--- src/rtl/sync_fifo_pkg.sv ---
// Shared sizing helpers and default thresholds for the single-clock FIFO.
package sync_fifo_pkg;

    localparam int DEF_W         = 16;
    localparam int DEF_P         = 5;
    localparam int DEF_AF_MARGIN = 4;
    localparam int DEF_AE_LEVEL  = 4;

    typedef logic [DEF_P:0] ptr_t;

    function automatic int fifo_depth(input int p);
        return 1 << p;
    endfunction

    // Pointers carry one extra wrap bit beyond the memory index.
    function automatic int ptr_width(input int p);
        return p + 1;
    endfunction

endpackage

--- src/rtl/fifo_dpram.sv ---
// W x DEPTH storage: synchronous write port, asynchronous read port.
module fifo_dpram
    import sync_fifo_pkg::*;
#(
    parameter int W = DEF_W,
    parameter int P = DEF_P
) (
    input  logic         clk,
    input  logic         wr_en,
    input  logic [P-1:0] wr_addr,
    input  logic [W-1:0] wr_data,
    input  logic [P-1:0] rd_addr,
    output logic [W-1:0] rd_data
);

    localparam int DEPTH = fifo_depth(P);

    logic [W-1:0] mem_q [DEPTH];

    always_ff @(posedge clk) begin
        if (wr_en) begin
            mem_q[wr_addr] <= wr_data;
        end
    end

    assign rd_data = mem_q[rd_addr];

endmodule

--- src/rtl/sync_fifo_param.sv ---
// Parametrised single-clock FIFO with occupancy count, thresholds and sticky error flags.
// Define SYNC_FIFO_FWFT_EN for first-word-fall-through reads; default is a registered read.
module sync_fifo_param
    import sync_fifo_pkg::*;
#(
    parameter int W        = DEF_W,
    parameter int P        = DEF_P,
    parameter int AF_LEVEL = fifo_depth(P) - DEF_AF_MARGIN,
    parameter int AE_LEVEL = DEF_AE_LEVEL
) (
    input  logic         clk,
    input  logic         reset,
    input  logic         write_en,
    input  logic [W-1:0] data_in,
    input  logic         read_en,
    output logic [W-1:0] data_out,
    output logic         data_valid,
    output logic         w_full,
    output logic         r_empty,
    output logic         almost_full,
    output logic         almost_empty,
    output logic [P:0]   count,
    output logic         overflow,
    output logic         underflow
);

    localparam int DEPTH = fifo_depth(P);
    localparam int PW    = ptr_width(P);
    localparam logic [PW-1:0] AF_THR = AF_LEVEL[PW-1:0];
    localparam logic [PW-1:0] AE_THR = AE_LEVEL[PW-1:0];

    if (P < 1 || AF_LEVEL <= 0 || AF_LEVEL > DEPTH || AE_LEVEL < 0 || AE_LEVEL >= DEPTH) begin : g_bad_params
        $error("sync_fifo_param: illegal P/AF_LEVEL/AE_LEVEL combination");
    end

    logic [PW-1:0] wr_ptr_q, wr_ptr_d;
    logic [PW-1:0] rd_ptr_q, rd_ptr_d;
    logic          overflow_q, overflow_d;
    logic          underflow_q, underflow_d;
    logic          wr_acc, rd_acc;
    logic [W-1:0]  head;

    assign r_empty      = (wr_ptr_q == rd_ptr_q);
    assign w_full       = (wr_ptr_q[P] != rd_ptr_q[P]) && (wr_ptr_q[P-1:0] == rd_ptr_q[P-1:0]);
    assign count        = wr_ptr_q - rd_ptr_q;
    assign almost_full  = (count >= AF_THR);
    assign almost_empty = (count <= AE_THR);
    assign overflow     = overflow_q;
    assign underflow    = underflow_q;

    // Accept decisions use pre-edge flags, so a full FIFO still pops on a read.
    assign wr_acc = write_en && !w_full;
    assign rd_acc = read_en && !r_empty;

    always_comb begin
        wr_ptr_d    = wr_ptr_q;
        rd_ptr_d    = rd_ptr_q;
        overflow_d  = overflow_q  | (write_en && w_full);
        underflow_d = underflow_q | (read_en && r_empty);
        if (wr_acc) begin
            wr_ptr_d = wr_ptr_q + PW'(1);
        end
        if (rd_acc) begin
            rd_ptr_d = rd_ptr_q + PW'(1);
        end
    end

    always_ff @(posedge clk) begin
        if (reset) begin
            wr_ptr_q    <= '0;
            rd_ptr_q    <= '0;
            overflow_q  <= 1'b0;
            underflow_q <= 1'b0;
        end else begin
            wr_ptr_q    <= wr_ptr_d;
            rd_ptr_q    <= rd_ptr_d;
            overflow_q  <= overflow_d;
            underflow_q <= underflow_d;
        end
    end

    fifo_dpram #(
        .W (W),
        .P (P)
    ) u_mem (
        .clk     (clk),
        .wr_en   (wr_acc && !reset),
        .wr_addr (wr_ptr_q[P-1:0]),
        .wr_data (data_in),
        .rd_addr (rd_ptr_q[P-1:0]),
        .rd_data (head)
    );

`ifdef SYNC_FIFO_FWFT_EN
    assign data_out   = head;
    assign data_valid = !r_empty;
`else
    logic [W-1:0] data_out_q, data_out_d;
    logic         data_valid_q, data_valid_d;

    always_comb begin
        data_out_d   = data_out_q;
        data_valid_d = rd_acc;
        if (rd_acc) begin
            data_out_d = head;
        end
    end

    always_ff @(posedge clk) begin
        if (reset) begin
            data_out_q   <= '0;
            data_valid_q <= 1'b0;
        end else begin
            data_out_q   <= data_out_d;
            data_valid_q <= data_valid_d;
        end
    end

    assign data_out   = data_out_q;
    assign data_valid = data_valid_q;
`endif

endmodule

--- config.mk ---
export PLATFORM = sky130hd
export DESIGN_NAME = sync_fifo_param
export DESIGN_NICKNAME = d
export VERILOG_FILES = /design/src/rtl/sync_fifo_pkg.sv /design/src/rtl/fifo_dpram.sv /design/src/rtl/sync_fifo_param.sv
export SDC_FILE = /design/constraint.sdc
export NUM_CORES = 1
export LEC_CHECK = 0
export ABC_CLOCK_PERIOD_IN_PS = 3800
export BUFFER_PORTS_ARGS = -buffer_cell sky130_fd_sc_hd__buf_4
export CAP_MARGIN = 40
export CORE_MARGIN = 4
export CORE_UTILIZATION = 50
export DETAILED_ROUTE_END_ITERATION = 8
export PLACE_DENSITY = 0.66
export SETUP_SLACK_MARGIN = 0.2
export SKIP_CTS_REPAIR_TIMING = 1
export SLEW_MARGIN = 20
export SYNTH_ARGS = -nofsm -noshare
export SYNTH_HDL_FRONTEND = slang
export SYNTH_SLANG_ARGS = --single-unit
export TNS_END_PERCENT = 5
--- constraint.sdc ---
create_clock -name clk -period 3.8 [get_ports clk]
set_input_delay 0.76 -clock clk [delete_from_list [all_inputs] [get_ports clk]]
set_output_delay 0.76 -clock clk [all_outputs]
set_load 0.02 [all_outputs]
==> flow_summary.toml <==
[run_status]
status = "complete, no violations"

[route]
wl_um = 47400
dr.pass1.iters = 5
vias = 10600
vias_per_cell = 6.04
wire_per_inst_um = 27.1
drtIter0Drc = 1099
ant_nets = 0
drc = 0

[floorplanning]
dieArea_um2 = 45500
die_w_um = 213
io_pins = 49
start_util_pct = 51.0
core_um2 = 41300
core.rowCount = 74
die_h_um = 213

[clock_tree]
cts_buffer_depth = 3
clkSlewWorstSetupHoldPaths_ns = 0.06
htree_levels = 2
clock-sinks = 543
numCtsBuffers = 54
cts_tree = "built"
clk_latency_ns = 0.59
cts-root-buf = "clkbuf_16"

[timing]
holdWs_ns = 0.465
tightest_slew_ns = 1.00
max_freq_mhz = 286
fin_crit_sh_pct = 92.0
finalSetupTns_ns = 0
final_max_slew_viol_count = 0
grt_setup_unrepaired = "true"
finalSetupViolations = 0
fin_crit_ns = 3.50
relSlewSlack_pct = 33.3
worst_clock_skew_ns = 0.0137
hold_violations = 0

[worst_hold_path]
hold_class = "input port to register"
holdCritStartpoint = "write_en"

[worst_setup_path]
start_kind = "register"
crit_path_max_fanout = 5
crit_path_end_kind = "output pin"
cp_slowest_cell = "or4_1"
cp_cell_sequence = "inv_2 > ha_1 > nor2b_1 > o21ai_1 > a21boi_1 > or4_1 > nand3_2 > a31o_2 > buf_4"
arrival_ns = 2.74
r2r-start = "wr_ptr_q[4]"
cp_slowest_stage_delay_ns = 0.50
critPathKind = "register to output pin"
cp-startpoint = "rd_ptr_q[1]"
required_ns = 3.04

[cells_and_area]
fillers = 3052
drive_above_1_share_pct = 24.1
diodes = 0
final_cells = 1751
final_nets = 1206
synthToLayoutAreaGrowth_pct = 13.1
multi_input_area_um2 = 4720
seq_area_um2 = 16000

[global_routing]
antenna_found_initial = 0
grt_max_degree = 136
grt.total_usage_pct = 21.0
grt_pass1_wl_um = 69400
grt_pass1_vias = 10400
grt-ovfl-total = 0

[placement]
dp_cells = 1650
portBuffers = 48
gp_congestion = 0.850
dp_hpwl_um = 26900

[logic_synthesis]
synth_cells = 1082
yosys-top-cells-area = "edfxtp_1 73%, mux4_2 8.5%, mux2i_1 3.8%"
syn_avg_cell_area_um2 = 19.5
synth_nets = 1113
ys_ff_latch = 543
yosys.area.top_type = "edfxtp_1"
ys_seq_area_share_pct = 75.9
netlist.area_leader.share_pct = 72.9
synth.distinct_cells = 46
syn_area_um2 = 21100
yosys_warnings = 0

[power_and_ir_drop]
total_power_uw = 13000
leakage_uw = 0.00747
peakVddDrop_mv = 0.427
power.density_nw_per_um2 = 547

[run]
cap_violations = 0
==> flip-flops by register name, indices dropped and copies added, names as in the netlist <==
register     cells
u_mem.mem_q    512
data_out        16
rd_ptr_q         6
wr_ptr_q         6
data_valid       1
overflow         1
underflow        1
==> worst paths after layout <==
check	cells after the start	slack (ns)	to
worst max register to register	8	0.92	u_mem.mem_q[21][4]
worst max-delay path	9	0.30	almost_full
worst min register to register	2	0.48	overflow
worst min-delay path	3	0.46	overflow
==> per-stage QoR <==
step,setup WS (ns),area [µm²],utilization [%]
final,0.303,23800,57.7
after global routing,0.149,23800,57.7
after CTS,0.110,23800,57.6
after detailed placement,0.778,22100,53.6
after global placement,0.827,22100,53.6
after floorplan,0.330,21100,-
==> report_power, final <==
part	switching, µW	internal (µW)
clock network	2150	2870
logic	799	576
registers	44.7	6600
==> synth_stat cells, drive strengths merged <==
master,number
o22ai,15
and2,1
mux2i,81
buf,42
nor3,5
xnor2,9
o21ai,51
ha,10
a21boi,1
o311ai,1
dfxtp,31
nand3,7
a31o,1
or4,1
nand2,19
nand4,2
mux4,80
o221ai,32
or3,2
and4,1
nor2b,2
o21a,1
nor2,51
a2111oi,1
or3b,2
inv,10
clkinv,1
fa,1
or2,1
mux2,31
clkbuf,16
o211ai,1
xor2,3
a32o,16
nand3b,2
edfxtp,512
a21oi,39
==> kinds of logic after synthesis <==
kind of cell / Yosys count / share of synthesized area [%]
compound gates: 159 / 4.90
fa+ha+maj: 11 / 0.689
xor+xnor: 12 / 0.534
simple gates: 96 / 2.02
buf+inv: 69 / 1.91
flops: 543 / 75.9
mux: 192 / 14.1
==> routing by layer <==
layer / part of all wire, % / track usage [%] / up-vias
met1: 45 / 32.3 / 5553
met3: 6.2 / 3.22 / 59
li1: - / - / 4622
met5: 0 / 0 / -
met2: 47 / 31.6 / 340
met4: 2.7 / 6.67 / 0
==> area by class of cell <==
type | instances | share of cell area [%]
timing repair buffer | 95 | 3.18
clock buffer | 82 | 6.32
clock inverter | 18 | 0.624
tap | 532 | 2.79
sequential | 543 | 67.1
inverter | 11 | 0.173
multi-input combinational | 470 | 19.8
==> worst max-delay path, delay by kind of cell (launching register included) <==
family / cells / cell delay (ns)
flops: 1 / 0.38
compound gates: 3 / 0.43
fa+ha+maj: 1 / 0.32
buf+inv: 2 / 0.23
simple gates: 3 / 0.79
==> placed cells by master (no fill, tap or decap), drive strengths merged, types with 3 or more instances in the layout <==
master,count
edfxtp,512
buf,95
clkbuf,82
mux2i,81
mux4,80
nor2,51
o21ai,51
a21oi,39
o221ai,32
mux2,31
dfxtp,31
nand2,19
a32o,16
o22ai,15
clkinv,14
inv,12
ha,10
xnor2,9
nand3,7
nor3,5
xor2,3
Note: power is estimated with default switching activity, not from simulation.
